`src/rtl/uart_rx.sv`:
```
// 8N1 UART receiver: 2-flop synchroniser, mid-bit sampling, 1-cycle valid / framing-error pulses.
// Framing errors park in a break state until the line returns high.
module uart_rx #(
  parameter int unsigned CLKS_PER_BIT = 217
) (
  input  logic       i_Clock,
  input  logic       i_Rst,
  input  logic       i_RX_Serial,
  output logic       o_RX_DV,
  output logic [7:0] o_RX_Byte,
  output logic       o_RX_Active,
  output logic       o_Frame_Err
);

  localparam int unsigned CNT_W = $clog2(CLKS_PER_BIT) + 1;
  localparam int unsigned HALF  = (CLKS_PER_BIT - 1) / 2;
  localparam logic [CNT_W-1:0] CNT_HALF = CNT_W'(HALF);
  localparam logic [CNT_W-1:0] CNT_LAST = CNT_W'(CLKS_PER_BIT - 1);

  typedef enum logic [2:0] {
    IDLE  = 3'd0,
    START = 3'd1,
    DATA  = 3'd2,
    STOP  = 3'd3,
    BRK   = 3'd4
  } state_t;

  state_t           state_q, state_d;
  logic             rx_meta, rx_s;
  logic [CNT_W-1:0] cnt_q, cnt_d;
  logic [2:0]       idx_q, idx_d;
  logic [7:0]       shift_q, shift_d;
  logic [7:0]       byte_q, byte_d;
  logic             dv_q, dv_d;
  logic             active_q, active_d;
  logic             ferr_q, ferr_d;

  // State, synchroniser and output registers
  always_ff @(posedge i_Clock) begin
    if (i_Rst) begin
      rx_meta  <= 1'b1;
      rx_s     <= 1'b1;
      state_q  <= IDLE;
      cnt_q    <= '0;
      idx_q    <= '0;
      shift_q  <= '0;
      byte_q   <= '0;
      dv_q     <= 1'b0;
      active_q <= 1'b0;
      ferr_q   <= 1'b0;
    end else begin
      rx_meta  <= i_RX_Serial;
      rx_s     <= rx_meta;
      state_q  <= state_d;
      cnt_q    <= cnt_d;
      idx_q    <= idx_d;
      shift_q  <= shift_d;
      byte_q   <= byte_d;
      dv_q     <= dv_d;
      active_q <= active_d;
      ferr_q   <= ferr_d;
    end
  end

  // Next-state and next-output logic
  always_comb begin
    state_d  = state_q;
    cnt_d    = cnt_q;
    idx_d    = idx_q;
    shift_d  = shift_q;
    byte_d   = byte_q;
    active_d = active_q;
    dv_d     = 1'b0;
    ferr_d   = 1'b0;

    case (state_q)
      IDLE: begin
        cnt_d    = '0;
        idx_d    = '0;
        active_d = 1'b0;
        if (!rx_s) begin
          state_d  = START;
          active_d = 1'b1;
        end
      end

      // Re-check the line at mid start bit to reject glitches
      START: begin
        if (cnt_q == CNT_HALF) begin
          cnt_d = '0;
          if (!rx_s) begin
            state_d = DATA;
          end else begin
            state_d  = IDLE;
            active_d = 1'b0;
          end
        end else begin
          cnt_d = cnt_q + CNT_W'(1);
        end
      end

      DATA: begin
        if (cnt_q == CNT_LAST) begin
          cnt_d          = '0;
          shift_d[idx_q] = rx_s;
          if (idx_q == 3'd7) begin
            idx_d   = '0;
            state_d = STOP;
          end else begin
            idx_d = idx_q + 3'd1;
          end
        end else begin
          cnt_d = cnt_q + CNT_W'(1);
        end
      end

      // Leaving at mid stop bit leaves half a bit to catch the next start edge
      STOP: begin
        if (cnt_q == CNT_LAST) begin
          cnt_d    = '0;
          active_d = 1'b0;
          if (rx_s) begin
            byte_d  = shift_q;
            dv_d    = 1'b1;
            state_d = IDLE;
          end else begin
            ferr_d  = 1'b1;
            state_d = BRK;
          end
        end else begin
          cnt_d = cnt_q + CNT_W'(1);
        end
      end

      BRK: begin
        cnt_d = '0;
        if (rx_s) state_d = IDLE;
      end

      default: begin
        state_d  = IDLE;
        cnt_d    = '0;
        idx_d    = '0;
        active_d = 1'b0;
      end
    endcase
  end

  assign o_RX_DV     = dv_q;
  assign o_RX_Byte   = byte_q;
  assign o_RX_Active = active_q;
  assign o_Frame_Err = ferr_q;

endmodule

```
`config.mk`:
```
export PLATFORM = sky130hd
export DESIGN_NAME = uart_rx
export DESIGN_NICKNAME = d
export VERILOG_FILES = /design/src/rtl/uart_rx.sv
export SDC_FILE = /design/constraint.sdc
export NUM_CORES = 1
export LEC_CHECK = 0
export ABC_AREA = 1
export BUFFER_PORTS_ARGS = -buffer_cell sky130_fd_sc_hd__buf_2
export CELL_PAD_IN_SITES_DETAIL_PLACEMENT = 1
export CELL_PAD_IN_SITES_GLOBAL_PLACEMENT = 2
export CORE_ASPECT_RATIO = 1.5
export CORE_MARGIN = 5
export CORE_UTILIZATION = 30
export DETAILED_ROUTE_END_ITERATION = 8
export PLACE_DENSITY = 0.8
export SETUP_SLACK_MARGIN = 0.2
export SLEW_MARGIN = 25
export SYNTH_ARGS = -nofsm -noshare
export SYNTH_HDL_FRONTEND = slang
export SYNTH_SLANG_ARGS = --single-unit
```
`constraint.sdc`:
```
create_clock -name i_Clock -period 1.4 [get_ports i_Clock]
set_input_delay 0.14 -clock i_Clock [delete_from_list [all_inputs] [get_ports i_Clock]]
set_output_delay 0.14 -clock i_Clock [all_outputs]
set_load 0.01 [all_outputs]
```
==> impl_metrics.py <==
metrics = {
    "floorplanning": {
        "die_area_um2": 7480,
        "core_area_um2": 5740,
        "ios": 14,
        "fp.dieH_um": 103,
        "start_util_pct": 30.4,
        "row_count": 34,
        "die_w_um": 72.3,
    },
    "detailed_routing": {
        "drc": 0,
        "ant_nets": 0,
        "wl_per_cell_um": 12.4,
        "wirelength_mm": 4.50,
        "dr.pass1.iters": 4,
        "viasPerCell": 4.51,
        "drt_iter0_markers": 54,
        "route.vias.total": 1632,
    },
    "worst_hold_path": {
        "hp-start": "i_RX_Serial",
        "hold_class": "input port to register",
        "worstHoldEndpoint": "rx_meta",
        "hold_path_depth": 2,
    },
    "layout": {
        "syn_to_final_growth_pct": 38.9,
        "n_antenna_cell": 0,
        "final_cell_area_um2": 2430,
        "drive_above_1_share_pct": 39.0,
        "nets": 296,
        "nFillCells": 726,
    },
    "synthesis": {
        "synth_top_cell_area_share_pct": 41.3,
        "synth_seq_cells": 36,
        "netlist_instances": 240,
        "synth_area_um2": 1750,
        "synth.top_cells.by_count": "nand2_1, nor2_1, dfxtp_1, inv_1, a21oi_1",
        "ys.flop_type": "dfxtp_1",
        "synth_nets": 247,
        "ys_types": 29,
        "yosysMostFrequentCell": "nand2_1",
        "ys_async_sr_fraction_pct": 0,
        "synth_edf_count": 0,
        "syn_area_per_cell_um2": 7.28,
        "ys_seq_area_share_pct": 41.3,
        "synth.yosys.warnings": 0,
        "synth_area_leaders": "dfxtp_1, nand2_1, nor2_1, inv_1, a21oi_1",
        "synth_top_area_cell": "dfxtp_1",
    },
    "sta": {
        "finalCritPeriodShare_pct": 102,
        "finalWorstSetupSlack_ps": -25.6,
        "grt_setup_unrepaired": "yes",
        "fmax_mhz": 701,
        "drv_slew": 0,
        "setup_viol": 6,
        "holdWs_ps": 41.5,
        "skew_ps": 4.66,
        "slew_headroom_pct": 71.1,
        "hold_viol": 0,
        "tightest_slew_ps": 431,
        "min_period_ps": 1430,
    },
    "pwr": {
        "power.density_nw_per_um2": 1570,
        "p_leak_nw": 1.06,
        "vdd_drop_max_v": 0.000737,
    },
    "worst_setup_path": {
        "ff2ff_setup_slack_ps": -30,
        "reg2regPathDepth": 10,
        "worstPathRequired_ps": 1580,
        "path_class": "register to register",
        "reg2reg_to": "idx_q[2]",
        "crit_path_end_kind": "register",
        "worstPathMaxFanout": 4,
        "cp-start-kind": "register",
        "rr_startpoint": "cnt_q[0]",
        "arrival_ps": 1600,
    },
    "place": {
        "routabilityCongestion": 0.774,
        "dpl.hpwl_mm": 3.28,
        "io_buffers": 13,
        "dpl_cell_area_um2": 2170,
    },
    "grt": {
        "grt_overflow_total": 0,
        "grt_max_degree": 18,
        "grt_pass1_vias": 1724,
        "antenna_found_initial": 0,
        "grt_pass1_wl_mm": 7.78,
        "grt_use_total_pct": 13.2,
    },
    "status": {
        "violations": "negative setup slack",
        "outcome": "complete, but fails checks",
    },
    "flow_run": {
        "max-cap-violations": 0,
    },
    "clock_tree": {
        "clkTransAtPathRegs_ps": 80,
        "ctsHoldBuffers": 0,
        "cts_sinks": 36,
        "clock_path_buffers": 2,
        "clk_latency_ps": 280,
        "cts_tree": "yes",
        "clockRootBuffer": "clkbuf_8",
        "htree_levels": 2,
        "cts_made_buffers": 5,
    },
}
critical path: stages, from the launching register on:
cell	delay (ps)
dfxtp_2	330
inv_2	70
ha_4	140
nand2_4	60
nor2_4	130
nand2_4	80
nand2_4	130
buf_12	130
nand2_8	60
a21oi_4	130
nor3_2	60
per-layer routing:
layer  track usage [%]  wire (um)  vias up
li1                  -          -      853
met1              14.2       1800      758
met2              25.3       2520       15
met3              2.32        101        6
met4              5.21         74        0
met5                 0          0        -
registers in the layout, summed over array words and instances, names as in the netlist:
register,count
cnt_q,9
o_RX_Byte,8
shift_q,8
idx_q,3
state_q,3
o_Frame_Err,1
o_RX_Active,1
o_RX_DV,1
rx_meta,1
rx_s,1
how the worst max path moves through the flow:
| stage | startpoint | end | slack [ps] | cells past startpoint |
|---|---|---|---|---|
| final | cnt_q[0] | idx_q[2] | -30 | 10 |
| after global routing | cnt_q[0] | idx_q[2] | -130 | 10 |
| after CTS | cnt_q[0] | idx_q[1] | -10 | 10 |
| after detailed placement | cnt_q[1] | cnt_q[7] | -50 | 7 |
| after global placement | cnt_q[1] | cnt_q[7] | 7 | 7 |
| after floorplan | cnt_q[0] | shift_q[0] | 90 | 9 |
cells in the final DEF (no fill, tap or decap), types with 2 or more instances in the layout:
cell type,Yosys,layout
a21oi_1,17,13
a21oi_2,0,2
a21oi_4,0,2
buf_12,0,2
buf_2,2,13
buf_4,1,29
buf_6,1,2
clkbuf_8,0,6
clkinv_2,0,2
dfxtp_1,36,29
dfxtp_2,0,5
dfxtp_4,0,2
ha_4,0,2
inv_1,34,30
inv_2,4,7
nand2_1,41,36
nand2_2,7,7
nand2_4,1,5
nand3_1,5,4
nand3_2,0,2
nand4_1,10,10
nor2_1,40,37
nor2_2,5,5
nor2_4,1,4
nor3_1,6,2
nor3_2,1,4
nor3_4,1,2
o21ai_0,10,3
o21ai_1,0,7
or2_2,3,3
xnor2_1,2,2
xor2_1,2,2
layout make-up:
class / instances / area (um^2) / share of cell area [%]
sequential: 36 / 734 / 30.3
clock inverter: 2 / 10.0 / 0.413
multi-input combinational: 162 / 1020 / 42.0
inverter: 38 / 145 / 5.98
timing repair buffer: 46 / 345 / 14.2
tap: 72 / 90.1 / 3.71
clock buffer: 6 / 82.6 / 3.40
logic make-up after synthesis:
family,synth area share (%)
flip-flops,41.3
buffers and inverters,10.0
AND/OR/NAND/NOR,35.6
adder cells (fa/ha/maj),2.87
AO/OA/AOI/OAI,8.24
XOR/XNOR,2.01
power breakdown:
part	switching, mW	internal, mW
clock	0.383	0.393
sequential	0.0806	1.13
combinational	1.02	0.803
stage by stage:
step           power [mW]  util (%)  instances  setup TNS [ps]  worst slack (ps)
2_1_floorplan        2.15         -        240               0              87.3
3_3_place_gp         2.60      37.8        349               0              7.23
3_5_place_dp         2.63      37.8        349           -76.8             -45.8
4_1_cts              3.61      40.6        359           -21.3             -11.8
5_1_grt              4.07      42.2        362           -1950              -128
6_report             3.80      42.2        362           -49.1             -25.6
repair_timing:
item,in CTS,in global routing
buffers inserted,1,3
endpoints found under the setup margin,33,34
pin swaps,5,5
resized for setup,19,20
hold endpoints to repair,0,0
gates cloned,1,0
No activity file was read; power rests on OpenSTA's default activity.
